File: config.mk
export PLATFORM = sky130hd
export DESIGN_NAME = rr_sel_arbiter_4_flat
export DESIGN_NICKNAME = d
export VERILOG_FILES = /design/src/rtl/rr_sel_arbiter_4_if.sv /design/src/rtl/rr_sel_arbiter_4.sv /design/src/flat_wrapper.sv
export SDC_FILE = /design/constraint.sdc
export NUM_CORES = 1
export LEC_CHECK = 0
export ABC_AREA = 1
export CAP_MARGIN = 15
export CORE_UTILIZATION = 56
export CTS_BUF_LIST = sky130_fd_sc_hd__clkbuf_2 sky130_fd_sc_hd__clkbuf_4 sky130_fd_sc_hd__clkbuf_8
export DETAILED_ROUTE_END_ITERATION = 12
export PLACE_DENSITY = 0.86
export SLEW_MARGIN = 0
export SYNTH_ARGS = -nofsm -noshare
export SYNTH_HDL_FRONTEND = slang
export SYNTH_SLANG_ARGS = --single-unit
File: constraint.sdc
create_clock -name clk -period 3.37 [get_ports clk]
set_input_delay 0.8425 -clock clk [delete_from_list [all_inputs] [get_ports clk]]
set_output_delay 0.8425 -clock clk [all_outputs]
set_load 0.005 [all_outputs]
File: src/rtl/rr_sel_arbiter_4_if.sv
// Request/grant bus between four requesters, the 4:1 mux stage and the
// round-robin select arbiter. Optional burst-lock input under RR_ARB_LOCK_EN.
interface rr_sel_arbiter_4_if;
  localparam int unsigned N_CH  = 4;
  localparam int unsigned SEL_W = 2;

  logic [N_CH-1:0]  req;
  logic             ready;
  logic [SEL_W-1:0] sel;
  logic [N_CH-1:0]  grant;
  logic             valid;
`ifdef RR_ARB_LOCK_EN
  logic             lock;

  modport master (input req, ready, lock, output sel, grant, valid);
  modport slave  (output req, ready, lock, input sel, grant, valid);
`else
  modport master (input req, ready, output sel, grant, valid);
  modport slave  (output req, ready, input sel, grant, valid);
`endif
endinterface

File: src/rtl/rr_sel_arbiter_4.sv
// Four-channel round-robin arbiter producing a registered 4:1 mux select
// with a valid/ready handshake. Priority rotates past each served channel.
// Optional feature macro: RR_ARB_LOCK_EN (burst lock keeps the current
// channel granted while lock and its request stay high).
module rr_sel_arbiter_4 #(
  parameter int unsigned START_PTR = 0
) (
  input  logic               clk,
  input  logic               rst,
  rr_sel_arbiter_4_if.master bus
);
  localparam int unsigned N_CH  = 4;
  localparam int unsigned SEL_W = 2;

  typedef enum logic {IDLE = 1'b0, GRANT = 1'b1} state_t;

  state_t            state;
  logic [SEL_W-1:0]  ptr;
  logic [SEL_W-1:0]  sel_q;
  logic [N_CH-1:0]   grant_q;
  logic              valid_q;

  logic              handshake;
  logic              lock_hit;
  logic [SEL_W-1:0]  arb_ptr;
  logic [SEL_W-1:0]  cand;
  logic [SEL_W-1:0]  win_idx;
  logic              win_found;

  assign handshake = (state == GRANT) && valid_q && bus.ready;

`ifdef RR_ARB_LOCK_EN
  assign lock_hit = bus.lock && bus.req[sel_q];
`else
  assign lock_hit = 1'b0;
`endif

  // Pick the search start: rotated (or locked) pointer on a handshake, else current.
  always_comb begin
    arb_ptr = ptr;
    if (handshake) begin
      arb_ptr = lock_hit ? sel_q : SEL_W'(sel_q + SEL_W'(1));
    end
  end

  // First requesting channel in order arb_ptr, arb_ptr+1, ... (mod 4).
  always_comb begin
    win_found = 1'b0;
    win_idx   = '0;
    cand      = '0;
    for (int k = N_CH - 1; k >= 0; k--) begin
      cand = SEL_W'(arb_ptr + SEL_W'(k));
      if (bus.req[cand]) begin
        win_found = 1'b1;
        win_idx   = cand;
      end
    end
  end

  // Arbitration FSM with registered select, grant and valid.
  always_ff @(posedge clk) begin
    if (rst) begin
      state   <= IDLE;
      valid_q <= 1'b0;
      grant_q <= '0;
      sel_q   <= '0;
      ptr     <= SEL_W'(START_PTR);
    end else begin
      case (state)
        IDLE: begin
          if (win_found) begin
            sel_q   <= win_idx;
            grant_q <= N_CH'(1) << win_idx;
            valid_q <= 1'b1;
            state   <= GRANT;
          end
        end
        GRANT: begin
          if (bus.ready) begin
            ptr <= arb_ptr;
            if (win_found) begin
              sel_q   <= win_idx;
              grant_q <= N_CH'(1) << win_idx;
            end else begin
              valid_q <= 1'b0;
              grant_q <= '0;
              state   <= IDLE;
            end
          end
        end
        default: begin
          state   <= IDLE;
          valid_q <= 1'b0;
          grant_q <= '0;
        end
      endcase
    end
  end

  assign bus.sel   = sel_q;
  assign bus.grant = grant_q;
  assign bus.valid = valid_q;
endmodule
File: src/flat_wrapper.sv
// flat-port wrapper written by rule: the top's interface ports become plain ports
module rr_sel_arbiter_4_flat 
#(
  parameter int unsigned START_PTR = 0
)
  (clk, rst, bus_req, bus_ready, bus_sel, bus_grant, bus_valid);
  rr_sel_arbiter_4_if bus_i ();
  input  logic clk;
  input  logic rst;
  input wire logic [$bits(bus_i.req)-1:0] bus_req;
  input wire logic [$bits(bus_i.ready)-1:0] bus_ready;
  output wire logic [$bits(bus_i.sel)-1:0] bus_sel;
  output wire logic [$bits(bus_i.grant)-1:0] bus_grant;
  output wire logic [$bits(bus_i.valid)-1:0] bus_valid;
  assign bus_i.req = bus_req;
  assign bus_i.ready = bus_ready;
  assign bus_sel = bus_i.sel;
  assign bus_grant = bus_i.grant;
  assign bus_valid = bus_i.valid;
  rr_sel_arbiter_4 #(.START_PTR(START_PTR)) u_core (.clk(clk), .rst(rst), .bus(bus_i));
endmodule
==> results of run 1 <==
## cell families after synthesis
| logic type | count (synthesis) |
|---|---|
| and+or+nand+nor | 83 |
| buffers and inverters | 20 |
| AOI/OAI and AO/OA | 12 |
| DFF | 10 |
## flip-flops by register name, summed over array words and instances (netlist names)
| signal | cells |
|---|---|
| u_core.bus.sel | 2 |
| u_core.bus.grant | 4 |
| u_core.ptr | 2 |
| u_core.state | 1 |
| u_core.bus.valid | 1 |
## synthesized netlist by cell type
master / instances / area [sq um]
nand2_1: 49 / 184
a21boi_2: 1 / 11.3
nand4_1: 1 / 6.26
and2_1: 1 / 6.26
nand3_1: 15 / 75.1
nand2_2: 5 / 31.3
a21oi_1: 7 / 35.0
dfxtp_1: 10 / 200
o21ai_1: 1 / 5.00
nand4_2: 1 / 12.5
inv_1: 16 / 60.1
nand3_2: 4 / 40.0
o21ai_0: 3 / 15.0
nor2_2: 2 / 12.5
inv_2: 2 / 7.51
buf_1: 1 / 3.75
nand2_4: 1 / 11.3
nor2_1: 4 / 15.0
clkinv_1: 1 / 3.75
## layout make-up
| type | count | area (sq um) | area share |
|---|---|---|---|
| tap | 14 | 17.5 | 0.0191 |
| multi-input combinational | 95 | 460 | 0.503 |
| inverter | 19 | 71.3 | 0.0779 |
| sequential | 10 | 200 | 0.219 |
| clock buffer | 4 | 36.3 | 0.0396 |
| timing repair buffer | 13 | 130 | 0.142 |
## per-layer routing
layer	GRT usage	vias up	routed length (um)
li1	-	428	-
met1	0.332	373	795
met2	0.500	25	845
met3	0.0872	0	108
met4	0.0536	0	0
met5	0	-	0
## power by group through the flow
stage               Clock, uW  Sequential, uW  Combinational, uW
detailed placement          0             150                163
floorplan                   0             149                109
global placement            0             149                159
CTS                       107             147                165
global route              113             149                186
finish                    105             147                166
## worst min path at each step
stage,end,start,slack [ps],cells past startpoint
6_report,u_core.bus.grant[2]$_SDFFE_PP0P_,u_core.bus.grant[2]$_SDFFE_PP0P_,460,2
5_1_grt,u_core.bus.grant[2]$_SDFFE_PP0P_,u_core.bus.grant[2]$_SDFFE_PP0P_,480,2
4_1_cts,u_core.bus.grant[2]$_SDFFE_PP0P_,u_core.bus.grant[2]$_SDFFE_PP0P_,470,2
3_5_place_dp,u_core.bus.grant[2]$_SDFFE_PP0P_,u_core.bus.grant[2]$_SDFFE_PP0P_,460,2
3_3_place_gp,u_core.bus.grant[0]$_SDFFE_PP0P_,u_core.bus.grant[0]$_SDFFE_PP0P_,450,2
2_1_floorplan,u_core.bus.grant[0]$_SDFFE_PP0P_,u_core.bus.grant[0]$_SDFFE_PP0P_,460,2
## worst min-delay path, stage by stage (launching register included)
cell and delay, ps:
dfxtp_1 300, nand2_1 60, a21oi_1 50
## metrics by stage
stage                     total power, uW  cell area, sq um
after floorplan                       258               736
after global routing                  448               916
final                                 418               916
after global placement                308               880
after CTS                             419               916
after detailed placement              313               880
==> results.tsv, run 1 <==
metric	value	unit
ratio of cells with drive above 1 in the final layout	0.142	
outcome	finished, final reports clean	
Detail Placement HPWL	1410	um
crit path time final	2700	ps
CP Launch Type	input pin	
vias in the first global route	705	
Placed Cells	151	
crit path DAT	2890	ps
Critical R2R Capture	u_core.bus.grant[3]$_SDFFE_PP0P_	
Final WS setup	672	ps
Compound-Gate Fraction of Synth Area	0.0901	
root buffer cell	clkbuf_4	
Hold-fix buffers, CTS	0	
xor and xnor area share after synthesis	0	
Yosys cell types	19	
synthesis-to-finish area growth	24.5	%
CTS resizes	0	
setup TNS	0	ps
clock-pin slew of the registers on the worst-case setup and hold paths	70	ps
peak supply drop	382	uV
Detailed Route Iter0 Violations	20	
clk_lat worst skew	260	ps
Detailed Routing Iterations Pass 1	4	
Final Cycle Share	0.801	
Setup Fix Bufs, Post-CTS	0	
fin. max-slew vios	0	
IO buf count	13	
most frequent cells in the layout	nand2_1, inv_1, nand3_1, clkdlybuf4s50_1, dfxtp_1	
CP top delay family	simple AND/OR/NAND/NOR gates	
CTS tree	built	
Chip Width	38.2	um
total gr overflow	0	
Crit path top cell by count	nand2_1	
Fillers	97	
power per standard cell area	457	nW/um^2
clock buffer count from CTS	3	
Worst setup endpoint	u_core.bus.grant[3]$_SDFFE_PP0P_	
FF-to-FF setup slack	1400	ps
clock skew	7.05	ps
die height	38.2	um
via count	826	
Worst-Margin Slew	345	ps
Fmax	371	MHz
Final Non-Filler Cells	155	
post-synthesis cell area	736	sq um
Switching Fraction	0.359	
Rel. slew slack	0.769	
n_diodes	0	
CP cell instances	clkdlybuf4s50_1 -> nand4_1 -> nand2_2 -> nand2_1 -> and2_1 -> nand2_1 -> nand2_1 -> inv_2 -> nand3_2 -> a21boi_2 -> nand2_1 -> a21oi_1	
routed wire length	1750	um
Crit path depth	12	
crit path capture type	flip-flop	
critical path launch point	bus_ready	
Max Root-Sink Buffers	2	
syn avg cell area	5.89	sq um
final setup fails	0	
buffer and inverter count on the worst path	2	
H-tree Lvls	1	
gp weighted congestion	0.848	
DRC	0	
Crit-path slowest cell	clkdlybuf4s50_1	
Syn. warnings	0	
initial core utilization	0.636	
initial antenna violation count	0	
die area	1460	sq um
row count	12	
largest net degree at the start of global routing	10	
Min-Delay Path Class	reg2reg	
R2R cell count	11	
RSZ-0062 raised after global routing	false	
GR Util All Layers	0.283	
Hold Fails Final Rpt	0	
vias per cell	5.33	
Post-Place Setup Slack	473	ps
post-synthesis register bit count	10	
final core occ	0.792	
Max-Cap Viols	0	
global-route wire length before repair	2830	um
Internal Power	268	uW
largest family of logic cells by synthesized area	simple AND/OR/NAND/NOR gates	
most common cell after layout, fill and taps aside	nand2_1	
static leakage	0.000466	uW
clk sinks	10	
Top Ports	14	
Post-DRT Antenna Nets	0	
largest fanout on the critical path	7	
drt wl/cell	11.3	um
total core area	1160	sq um
R2R Path Start	u_core.bus.sel[0]$_SDFFE_PP0P_	
Mapped Nets	132	
Net Switching	150	uW
Flop pwr share	0.352	
post-synthesis adder-cell area fraction	0	
hold slack	460	ps
fin nets	149	
Comb pwr share	0.397	
Syn Inst Count	125	
Clk network pwr share	0.251	
Synth Area in Simple Gates	0.536	
Max stage delay on crit path	590	ps
worst setup path category	in2reg	
fraction of the yosys area taken by sequential cells	0.272	
multiplexer share of the synthesized area	0	
Worst EP required	3560	ps
(Power assumes the default switching activity.)
==> run 2, diff against run 1 <==
--- a/config.mk
+++ b/config.mk
@@ -7,10 +7,10 @@
 export LEC_CHECK = 0
 export ABC_AREA = 1
 export CAP_MARGIN = 15
-export CORE_UTILIZATION = 56
+export CORE_UTILIZATION = 52
 export CTS_BUF_LIST = sky130_fd_sc_hd__clkbuf_2 sky130_fd_sc_hd__clkbuf_4 sky130_fd_sc_hd__clkbuf_8
 export DETAILED_ROUTE_END_ITERATION = 12
-export PLACE_DENSITY = 0.86
+export PLACE_DENSITY = 0.81
 export SLEW_MARGIN = 0
 export SYNTH_ARGS = -nofsm -noshare
 export SYNTH_HDL_FRONTEND = slang
==> constraint.sdc (replaced) <==
create_clock -name clk -period 2.7 [get_ports clk]
set_input_delay 0.675 -clock clk [delete_from_list [all_inputs] [get_ports clk]]
set_output_delay 0.675 -clock clk [all_outputs]
set_load 0.005 [all_outputs]
==> results.tsv, run 2 (synthesis results as in run 1) <==
metric	value	unit	change
crit path capture type	flip-flop		unchanged
DRC	0		unchanged
fin nets	150		was 149
most frequent cells in the layout	nand2_1, inv_1, nand3_1, clkdlybuf4s50_1, dfxtp_1		unchanged
synthesis-to-finish area growth	25.7	%	was 24.5%
CP Launch Type	input pin		unchanged
H-tree Lvls	1		unchanged
Detailed Route Iter0 Violations	22		was 20
die area	1570	sq um	was 1460 sq um
routed wire length	1700	um	was 1750 um
Max Root-Sink Buffers	2		unchanged
vias in the first global route	671		was 705
Worst-Margin Slew	302	ps	was 345 ps
total gr overflow	0		unchanged
Chip Width	39.6	um	was 38.2 um
max reg flops	4		unchanged
n_diodes	0		unchanged
outcome	finished, final reports clean		unchanged
drt wl/cell	10.8	um	was 11.3 um
Rel. slew slack	0.798		was 0.769
RSZ-0062 raised after global routing	false		unchanged
Detailed Routing Iterations Pass 1	4		unchanged
clock buffer count from CTS	3		unchanged
power per standard cell area	568	nW/um^2	was 457 nW/um^2
CTS tree	built		unchanged
final setup fails	0		unchanged
fin. max-slew vios	0		unchanged
IO buf count	13		unchanged
worst setup path category	in2reg		unchanged
clock skew	6.15	ps	was 7.05 ps
Min-Delay Path Class	reg2reg		unchanged
initial core utilization	0.565		was 0.636
vias per cell	5.10		was 5.33
clock-pin slew of the registers on the worst-case setup and hold paths	60	ps	was 70 ps
Setup Fix Bufs, Post-CTS	0		unchanged
largest net degree at the start of global routing	10		unchanged
initial antenna violation count	0		unchanged
clk sinks	10		unchanged
row count	13		was 12
Hold Fails Final Rpt	0		unchanged
total core area	1300	sq um	was 1160 sq um
Final WS setup	236	ps	was 672 ps
Post-DRT Antenna Nets	0		unchanged
gp weighted congestion	0.800		was 0.848
Design Area, Final	925	sq um	was 916 sq um
CTS resizes	0		unchanged
Worst EP required	2890	ps	was 3560 ps
Final Cycle Share	0.913		
Placed Area	888	sq um	was 880 sq um
Hold-fix buffers, CTS	0		unchanged
Top Ports	14		unchanged
crit path time final	2460	ps	
setup TNS	0	ps	unchanged
Post-Place Setup Slack	-46.4	ps	was 473 ps
clk_lat worst skew	270	ps	was 260 ps
Fmax	406	MHz	
root buffer cell	clkbuf_4		unchanged
global-route wire length before repair	2540	um	was 2830 um
GR Util All Layers	0.249		was 0.283
ratio of cells with drive above 1 in the final layout	0.148		was 0.142
peak supply drop	389	uV	was 382 uV
hold slack	485	ps	was 460 ps
crit path DAT	2650	ps	was 2890 ps
die height	39.6	um	was 38.2 um
largest fanout on the critical path	9		was 7
Max-Cap Viols	0		unchanged
most common cell after layout, fill and taps aside	nand2_1		unchanged
Detail Placement HPWL	1380	um	was 1410 um
static leakage	0.000470	uW	was 0.000466 uW
via count	800		was 826
==> run 2: area by class of cell <==
cell class / instances / area, sq um
Fill cell: 112 / 377
Tap cell: 15 / 18.8
Multi-Input combinational cell: 95 / 460
Inverter: 19 / 71.3
Clock buffer: 4 / 36.3
Sequential cell: 10 / 200
Timing Repair Buffer: 14 / 138
==> run 2: metal layers <==
metal | up-vias | wire (um) | GRT usage
li1 | 426 | - | -
met1 | 358 | 738 | 0.239
met2 | 14 | 888 | 0.496
met3 | 2 | 67 | 0.0568
met4 | 0 | 8 | 0.0862
met5 | - | 0 | 0
==> run 2: path summary, 6_finish.rpt <==
path | startpoint | endpoint | slack, ps | cells past startpoint
setup / recovery | bus_ready | u_core.bus.grant[2]$_SDFFE_PP0P_ | 240 | 14
hold / removal | u_core.bus.grant[3]$_SDFFE_PP0P_ | u_core.bus.grant[3]$_SDFFE_PP0P_ | 490 | 2
setup reg to reg | u_core.bus.sel[0]$_SDFFE_PP0P_ | u_core.bus.grant[2]$_SDFFE_PP0P_ | 800 | 13
hold reg to reg | u_core.bus.grant[3]$_SDFFE_PP0P_ | u_core.bus.grant[3]$_SDFFE_PP0P_ | 490 | 2
==> run 2: worst max-delay path: stages <==
cell             delay (ps)
clkdlybuf4s50_1         580
nand4_2                 190
nand2_4                 160
nand2_1                  80
and2_1                  160
nand2_1                  80
nand2_1                  70
inv_2                    60
nand2_1                  70
nand2_1                  80
inv_1                    50
nor2_2                  160
nand3_1                  90
a21oi_1                 140
==> run 2: power by group <==
part / internal [uW] / switching (uW) / total, uW
registers: 166 / 18.9 / 185
logic: 88.6 / 118 / 207
clock network: 81.8 / 50.7 / 133
total: 337 / 188 / 525
==> run 2: stage by stage <==
step / util / total power [uW] / cells
6_report: 0.711 / 525 / 157
5_1_grt: 0.711 / 560 / 157
4_1_cts: 0.711 / 530 / 157
3_5_place_dp: 0.683 / 394 / 153
3_3_place_gp: 0.683 / 389 / 153
2_1_floorplan: - / 322 / 125
==> variant: new RTL, settings of run 2 <==
Make the reset (`rst`) asynchronous in one clocked block.
--- a/src/rtl/rr_sel_arbiter_4.sv
+++ b/src/rtl/rr_sel_arbiter_4.sv
@@ -58,7 +58,7 @@
   end
 
   // Arbitration FSM with registered select, grant and valid.
-  always_ff @(posedge clk) begin
+  always_ff @(posedge clk or posedge rst) begin
     if (rst) begin
       state   <= IDLE;
       valid_q <= 1'b0;
Behaviour: differs if rst is asserted again (counterexample within 4 cycles, from zero or initial values and one cycle with rst high); with rst held inactive, the same outputs for 10 cycles.
==> variant against run 2 <==
  * Setup slack gained 0.27 ns
  * Design area is 4.7% lower
  * Hold slack better by 0.020 ns
  * Synthesized area shrank 5.3%
  * Synthesized cell count shrank 17%
  * Sequential cell count is the same
  * Sequential share of layout area up 6.8 points
  * Routed wire length shrank 6.9%
  * Clock skew down 0.0028 ns
  * Critical path type unchanged
Power is not compared: it rests on default switching activity, and its combinational part moved more than twofold at a synthesized area within 25%.
==> variant: results <==
metrics = {
    "cts": {
        "clk_latency_ns": 0.26,
        "post_cts_buffers": 0,
    },
    "synth": {
        "ys.flop_type": "dfrtp_1",
        "yosysSeqAreaShare_pct": 35.9,
        "yosysUniqueCellTypes": 15,
        "synthTopCellsByArea": "dfrtp_1 36%, nand2_1 20%, nand3_1 10%",
        "synth_commonest_cells": "38 x nand2_1, 14 x inv_1, 14 x nand3_1, 10 x dfrtp_1, 6 x nand2_2",
        "synth_nets": 111,
        "synth_async_sr_flop_share_pct": 100,
    },
    "global_route": {
        "grt_use_met3_pct": 3.47,
        "grt_pass1_vias": 608,
        "grtUsageTotal_pct": 25.8,
        "grtUsageMet2_pct": 44.2,
        "grt_pass1_wl_um": 2620,
        "grt_max_degree": 11,
        "grt_use_met1_pct": 33.7,
    },
    "placed_design": {
        "place.gp.congestion": 0.750,
        "hpwlAfterDp_um": 1170,
        "post_dp_cell_area_um2": 845,
    },
    "route": {
        "routedLengthMet1_um": 761,
        "route.met3.wl_um": 53,
        "dr_wl_met2_um": 757,
        "drt_iter0_markers": 11,
        "viasPerCell": 5.13,
        "routed_wl_um": 1590,
    },
    "sta": {
        "worst_slew_pin_slew_ns": 0.387,
        "fin_skew_ns": 0.00338,
    },
    "critical_path": {
        "cpPeakStageDelay_ns": 0.56,
        "regToRegEndpoint": "u_core.bus.grant[2]",
        "arrival_ns": 2.35,
        "cp_max_fo": 6,
        "worst-r2r-cell-count": 12,
        "timing.rr.start": "u_core.bus.sel[0]",
    },
    "worst_hold_path": {
        "holdPathEnd": "u_core.bus.grant[2]",
        "hold_start": "u_core.bus.grant[2]",
    },
    "run_status": {
        "status": "complete, no violations",
    },
    "finish": {
        "drive_gt1_share_pct": 16.5,
        "nets": 129,
    },
}
variant: cell types whose count changed after synthesis, moves of 2 or more:
cell	run 2	this run
nand4_1	1	3
o21ai_0	3	0
dfrtp_1	0	10
nand2_1	49	38
a21oi_1	7	3
inv_1	16	14
nor2_2	2	0
dfxtp_1	10	0
variant: final cells by class:
class                           instances  area (um2)
Clock buffer                            4        36.3
Fill cell                              98         290
Inverter                               17        63.8
Multi-Input combinational cell         77         383
Sequential cell                        10         250
Tap cell                               14        17.5
Timing Repair Buffer                   13         130
variant: kinds of logic after synthesis:
family,after synthesis,synth area share [%]
and+or+nand+nor,73,52.1
buffers and inverters,17,9.16
DFF,10,35.9
AOI/OAI and AO/OA,4,2.87
variant: stage by stage:
stage	setup slack (ns)	cells	hold WS, ns	power (mW)
final	0.508	135	0.506	0.966
after global routing	0.364	135	0.518	1.05
after CTS	0.524	135	0.507	0.972
after detailed placement	0.252	131	0.471	0.826
after global placement	0.295	131	0.464	0.811
after floorplan	1.01	104	0.472	0.659
